==> src/rtl/uart_pkg.sv <==
// Shared UART definitions: frame FSM encoding, data width and default bit timing.
package uart_pkg;

    // Frame FSM encoding, shared by the transmitter and the receiver.
    typedef enum logic [1:0] {
        ST_IDLE  = 2'b00,
        ST_START = 2'b01,
        ST_DATA  = 2'b10,
        ST_STOP  = 2'b11
    } uart_state_e;

    localparam int UART_DATA_BITS       = 8;
    localparam int UART_CLK_DIV_DEFAULT = 16;

endpackage

==> src/rtl/uart_tx_fifo.sv <==
// Synchronous FIFO feeding the UART transmitter. Push is ignored when full and
// pop is ignored when empty, so the count can never over- or underflow.
module uart_tx_fifo #(
    parameter int DEPTH = 4,
    parameter int WIDTH = 8
) (
    input  logic                     clk,
    input  logic                     rst_n,
    input  logic                     push,
    input  logic [WIDTH-1:0]         wr_data,
    input  logic                     pop,
    output logic [WIDTH-1:0]         rd_data,
    output logic                     full,
    output logic                     empty,
    output logic [$clog2(DEPTH):0]   count
);

    localparam int AW = $clog2(DEPTH);
    localparam int CW = AW + 1;
    localparam logic [CW-1:0] FULL_CNT = CW'(DEPTH);

    logic [AW-1:0]    wr_ptr_q, wr_ptr_d;
    logic [AW-1:0]    rd_ptr_q, rd_ptr_d;
    logic [CW-1:0]    count_q, count_d;
    logic [WIDTH-1:0] mem_q [DEPTH];
    logic             push_ok;
    logic             pop_ok;

    assign full    = (count_q == FULL_CNT);
    assign empty   = (count_q == '0);
    assign count   = count_q;
    assign rd_data = mem_q[rd_ptr_q];
    assign push_ok = push && !full;
    assign pop_ok  = pop && !empty;

    // Next-state for pointers and occupancy; pointers wrap naturally (power-of-two depth).
    always_comb begin
        wr_ptr_d = wr_ptr_q;
        rd_ptr_d = rd_ptr_q;
        count_d  = count_q;
        if (push_ok) begin
            wr_ptr_d = wr_ptr_q + AW'(1);
        end
        if (pop_ok) begin
            rd_ptr_d = rd_ptr_q + AW'(1);
        end
        case ({push_ok, pop_ok})
            2'b10:   count_d = count_q + CW'(1);
            2'b01:   count_d = count_q - CW'(1);
            default: count_d = count_q;
        endcase
    end

    // Pointer and count registers with synchronous reset.
    always_ff @(posedge clk) begin
        if (!rst_n) begin
            wr_ptr_q <= '0;
            rd_ptr_q <= '0;
            count_q  <= '0;
        end else begin
            wr_ptr_q <= wr_ptr_d;
            rd_ptr_q <= rd_ptr_d;
            count_q  <= count_d;
        end
    end

    // Storage array; contents need no reset because the count gates every read.
    always_ff @(posedge clk) begin
        if (push_ok) begin
            mem_q[wr_ptr_q] <= wr_data;
        end
    end

endmodule

==> src/rtl/uart_tx.sv <==
// Buffered 8N1 UART transmitter, LSB first. Bytes queue in a small FIFO and
// are serialized back-to-back with no idle gap while data remains queued.
//
//   state    | meaning
//   ---------+-----------------------------------------------------------
//   ST_IDLE  | line high, waiting for a queued byte
//   ST_START | start bit (low) for CLK_DIV cycles
//   ST_DATA  | eight data bits, LSB first, CLK_DIV cycles each
//   ST_STOP  | stop bit (high); on its tick chain straight into the next byte
module uart_tx
    import uart_pkg::*;
#(
    parameter int CLK_DIV    = UART_CLK_DIV_DEFAULT,
    parameter int FIFO_DEPTH = 4
) (
    input  logic                          clk,
    input  logic                          rst_n,
    input  logic [UART_DATA_BITS-1:0]     tx_data,
    input  logic                          tx_valid,
    output logic                          tx_ready,
    output logic                          tx,
    output logic                          tx_busy,
    output logic [$clog2(FIFO_DEPTH):0]   fifo_count
);

    localparam logic [15:0] TICK_CNT = 16'(CLK_DIV - 1);
    localparam logic [2:0]  LAST_BIT = 3'(UART_DATA_BITS - 1);

    uart_state_e               state_q, state_d;
    logic                      tx_q, tx_d;
    logic [15:0]               clk_cnt_q, clk_cnt_d;
    logic [2:0]                bit_cnt_q, bit_cnt_d;
    logic [UART_DATA_BITS-1:0] shifter_q, shifter_d;

    logic                      fifo_push;
    logic                      fifo_pop;
    logic                      fifo_full;
    logic                      fifo_empty;
    logic [UART_DATA_BITS-1:0] fifo_rd_data;
    logic                      tick;

    assign tx_ready  = !fifo_full;
    assign fifo_push = tx_valid && tx_ready;
    assign tick      = (clk_cnt_q == TICK_CNT);
    assign tx        = tx_q;
    assign tx_busy   = (state_q != ST_IDLE);

    uart_tx_fifo #(
        .DEPTH (FIFO_DEPTH),
        .WIDTH (UART_DATA_BITS)
    ) u_fifo (
        .clk     (clk),
        .rst_n   (rst_n),
        .push    (fifo_push),
        .wr_data (tx_data),
        .pop     (fifo_pop),
        .rd_data (fifo_rd_data),
        .full    (fifo_full),
        .empty   (fifo_empty),
        .count   (fifo_count)
    );

    // Frame sequencing: bit timer, bit counter, shifter and next line level.
    always_comb begin
        state_d   = state_q;
        tx_d      = tx_q;
        clk_cnt_d = clk_cnt_q;
        bit_cnt_d = bit_cnt_q;
        shifter_d = shifter_q;
        fifo_pop  = 1'b0;

        case (state_q)
            ST_IDLE: begin
                tx_d = 1'b1;
                if (!fifo_empty) begin
                    fifo_pop  = 1'b1;
                    shifter_d = fifo_rd_data;
                    tx_d      = 1'b0;
                    clk_cnt_d = '0;
                    state_d   = ST_START;
                end
            end
            ST_START: begin
                if (tick) begin
                    clk_cnt_d = '0;
                    tx_d      = shifter_q[0];
                    bit_cnt_d = '0;
                    state_d   = ST_DATA;
                end else begin
                    clk_cnt_d = clk_cnt_q + 16'd1;
                end
            end
            ST_DATA: begin
                if (tick) begin
                    clk_cnt_d = '0;
                    shifter_d = shifter_q >> 1;
                    if (bit_cnt_q == LAST_BIT) begin
                        tx_d    = 1'b1;
                        state_d = ST_STOP;
                    end else begin
                        // The bit about to become shifter[0] after this shift.
                        tx_d      = shifter_q[1];
                        bit_cnt_d = bit_cnt_q + 3'd1;
                    end
                end else begin
                    clk_cnt_d = clk_cnt_q + 16'd1;
                end
            end
            ST_STOP: begin
                if (tick) begin
                    clk_cnt_d = '0;
                    if (!fifo_empty) begin
                        fifo_pop  = 1'b1;
                        shifter_d = fifo_rd_data;
                        tx_d      = 1'b0;
                        state_d   = ST_START;
                    end else begin
                        tx_d    = 1'b1;
                        state_d = ST_IDLE;
                    end
                end else begin
                    clk_cnt_d = clk_cnt_q + 16'd1;
                end
            end
            default: begin
                tx_d      = 1'b1;
                clk_cnt_d = '0;
                state_d   = ST_IDLE;
            end
        endcase
    end

    // Frame FSM registers; reset aborts any frame and parks the line high.
    always_ff @(posedge clk) begin
        if (!rst_n) begin
            state_q   <= ST_IDLE;
            tx_q      <= 1'b1;
            clk_cnt_q <= '0;
            bit_cnt_q <= '0;
            shifter_q <= '0;
        end else begin
            state_q   <= state_d;
            tx_q      <= tx_d;
            clk_cnt_q <= clk_cnt_d;
            bit_cnt_q <= bit_cnt_d;
            shifter_q <= shifter_d;
        end
    end

endmodule

==> config.mk <==
export PLATFORM = sky130hd
export DESIGN_NAME = uart_tx
export DESIGN_NICKNAME = d
export VERILOG_FILES = /design/src/rtl/uart_pkg.sv /design/src/rtl/uart_tx_fifo.sv /design/src/rtl/uart_tx.sv
export SDC_FILE = /design/constraint.sdc
export NUM_CORES = 1
export LEC_CHECK = 0
export ABC_AREA = 1
export CORE_UTILIZATION = 55
export DETAILED_ROUTE_END_ITERATION = 8
export HOLD_SLACK_MARGIN = 0.03
export PLACE_DENSITY = 0.74
export SYNTH_ARGS = -nofsm -noshare
export SYNTH_HDL_FRONTEND = slang
export SYNTH_SLANG_ARGS = --single-unit
==> constraint.sdc <==
create_clock -name clk -period 3.1 [get_ports clk]
set_input_delay 0.465 -clock clk [delete_from_list [all_inputs] [get_ports clk]]
set_output_delay 0.465 -clock clk [all_outputs]
set_load 0.03 [all_outputs]
==> impl_metrics.ini <==
[pwr]
p_total_w = 0.00332
p_leak_nw = 1.59
p_per_area_nw_per_um2 = 871
vdd_drop_max_mv = 0.602

[setup_path]
end_kind = primary output
slowest_delay_ns = 0.73
arrival_ns = 2.02
start_kind = flip-flop
critPathKind = flip-flop to primary output
path_cells = inv_1, ha_1, inv_1, clkdlybuf4s50_1
cp_max_fo = 6
cpMostUsedCell = inv_1
critPathSlowestCell = clkdlybuf4s50_1
worstPathRequired_ns = 2.63
rrSetupSlack_ns = 0.70

[synthesis]
synth-xor-area-share_pct = 1.28
ys_seq_elements = 71
synth_top_family_by_area = simple AND/OR/NAND/NOR gates
yosys.cell_types.count = 33
synth_mux_area_share_pct = 0
synth-simple-area-share_pct = 25.6
synth_fa_ha_area_share_pct = 5.70
ys_seq_area_share_pct = 50.8
syn_nets = 443
syn-cell-area_um2 = 3430
avgSynthCellArea_um2 = 8.22
ys_warn_count = 0
synth_compound_area_share_pct = 9.46
synth_cells = 417

[grt]
gr-total-overflow = 0
met1_usage_pct = 29.1
antenna_found_initial = 0
grt_pass1_wl_um = 10600
grt_max_degree = 18
grt_pass1_vias = 2316
met2_usage_pct = 34.1
grt_busiest_layer = met2
grtUsageMet3_pct = 4.16
grt.total_usage_pct = 21.7

[sta]
setup_tns_ns = 0
maxSlewViolCount = 0
worst_slew_pin_slew_ns = 0.898
fmax_mhz = 402
min_period_ns = 2.49
rsz0062_at_grt = no
hold_viol = 0
slew_headroom_pct = 39.9
fin_skew_ns = 0.00996
setup_viol = 0
period_share_pct = 80.2

[job]
cap_violations = 0

[die]
die_x_um = 80.9
ioPinCount = 17
rows = 28
start_util_pct = 57.5
core_um2 = 5960
die-area_um2 = 6550
die_y_um = 80.9

[routing]
vias = 2662
avgViaCountPerCell = 5.15
drt_iter0_drc = 188
wl_um = 6650
wl_per_cell_um = 12.9
first_pass_iters = 5
ant_nets = 0
route.detailed.drc = 0

[place]
dp_hpwl_um = 4630
numPortBuffers = 16
place_congestion = 0.859
post-place-cells = 501

[cts]
clock_latency_ns = 0.35
htree_num_levels = 3
clk_pin_slew_ns = 0.08
cts_sinks = 71
cts_buffers = 9
clock_path_buffers = 2
cts_setup_buffers = 0
root_buffer = clkbuf_8
postCtsHoldBufs = 0
cts_resized = 0
tritoncts = done

[finish]
drive_gt1_share_pct = 7.47
stdcell_count = 517
fin_nets = 463
syn_to_final_growth_pct = 11.2
diodes = 0

[run_status]
status = finished, final reports clean

[hold_path]
min_path_type = flip-flop to flip-flop
[registers in the layout (all words and copies together), names as in the netlist, named ones only]
signal / count
u_fifo.mem_q: 32
state_q: 2
u_fifo.count: 3
u_fifo.wr_ptr_q: 2
u_fifo.rd_ptr_q: 2
shifter_q: 8
bit_cnt_q: 3
clk_cnt_q: 16
tx: 1
[metal layers]
layer	routed length [µm]	vias up
li1	-	1388
met1	3160	1219
met2	3110	45
met3	272	10
met4	108	0
met5	0	-
[synthesized netlist by cell type]
library cell  count  area [µm²]
nor2_1           89         334
nand2_1          84         315
inv_1            44         165
dfxtp_1          39         781
edfxtp_1         32         961
o21ai_0          21         105
nand3_1          18        90.1
a21oi_1          16        80.1
ha_1             14         175
o21ai_1          13        65.1
nor2_2            6        37.5
buf_2             5        25.0
nand4_1           5        31.3
xor2_1            5        43.8
a31oi_1           3        18.8
buf_4             2        15.0
buf_6             2        22.5
inv_2             2        7.51
nand2_2           2        12.5
nor3_1            2        10.0
a211oi_1          1        7.51
a21oi_2           1        8.76
clkbuf_1          1        3.75
clkinv_1          1        3.75
fa_1              1        20.0
nand2_4           1        11.3
nand3_2           1        10.0
nor2_8            1        20.0
nor4_1            1        6.26
o211ai_1          1        7.51
o21a_1            1        7.51
o21ai_4           1        16.3
o21bai_1          1        7.51
[worst paths after layout]
path | from | endpoint | depth (start not counted)
worst max register to register | state_q[0] | u_fifo.count[2] | 12
worst min register to register | bit_cnt_q[0] | bit_cnt_q[0] | 2
worst max-delay path | state_q[0] | tx_busy | 4
worst min-delay path | bit_cnt_q[0] | bit_cnt_q[0] | 2
[through the flow]
step                area, µm²  setup WS [ns]  hold WS [ns]  utilization, %
finish                   3810          0.614         0.472            63.9
global route             3810          0.489         0.506            63.9
CTS                      3810          0.600         0.473            63.9
detailed placement       3640          0.711         0.463            61.1
global placement         3640          0.840         0.454            61.1
floorplan                3430          0.722         0.441               -
[layout make-up]
| type | instances | area [µm²] |
|---|---|---|
| flip-flops and latches | 71 | 1740 |
| clock inverters | 7 | 48.8 |
| well taps | 75 | 93.8 |
| fillers | 499 | 2150 |
| multi-input cells | 289 | 1440 |
| inverters | 47 | 176 |
| clock buffers | 9 | 124 |
| repair buffers | 19 | 183 |
[kinds of logic (layout without fill, tap and decap cells)]
logic type / count (synthesis) / count (layout)
AND/OR/NAND/NOR: 210 / 210
flip-flops: 71 / 71
AO/OA/AOI/OAI: 59 / 59
buffers and inverters: 57 / 82
adder cells (fa/ha/maj): 15 / 15
XOR/XNOR: 5 / 5
[where the power goes]
group / switching [W] / internal [W]
combinational: 0.000940 / 0.000482
clock: 0.000367 / 0.000290
sequential: 0.000114 / 0.00113
total: 0.00142 / 0.00190
[worst max-delay path: cells and delay by family, from the launching register on]
kind                     cells  cell delay [ns]
flip-flops                   1             0.43
buffers and inverters        3             1.03
adder cells (fa/ha/maj)      1             0.21
[placed cells by master (no fill, tap or decap), types with 3 or more instances in the layout]
cell | synthesis | final
nor2_1 | 89 | 89
nand2_1 | 84 | 84
inv_1 | 44 | 44
dfxtp_1 | 39 | 39
edfxtp_1 | 32 | 32
o21ai_0 | 21 | 21
nand3_1 | 18 | 18
a21oi_1 | 16 | 16
clkdlybuf4s50_1 | 0 | 16
ha_1 | 14 | 14
o21ai_1 | 13 | 13
clkbuf_8 | 0 | 9
nor2_2 | 6 | 6
nand4_1 | 5 | 5
xor2_1 | 5 | 5
a31oi_1 | 3 | 3
clkinvlp_4 | 0 | 3
buf_4 | 2 | 3
(Power assumes the default switching activity.)
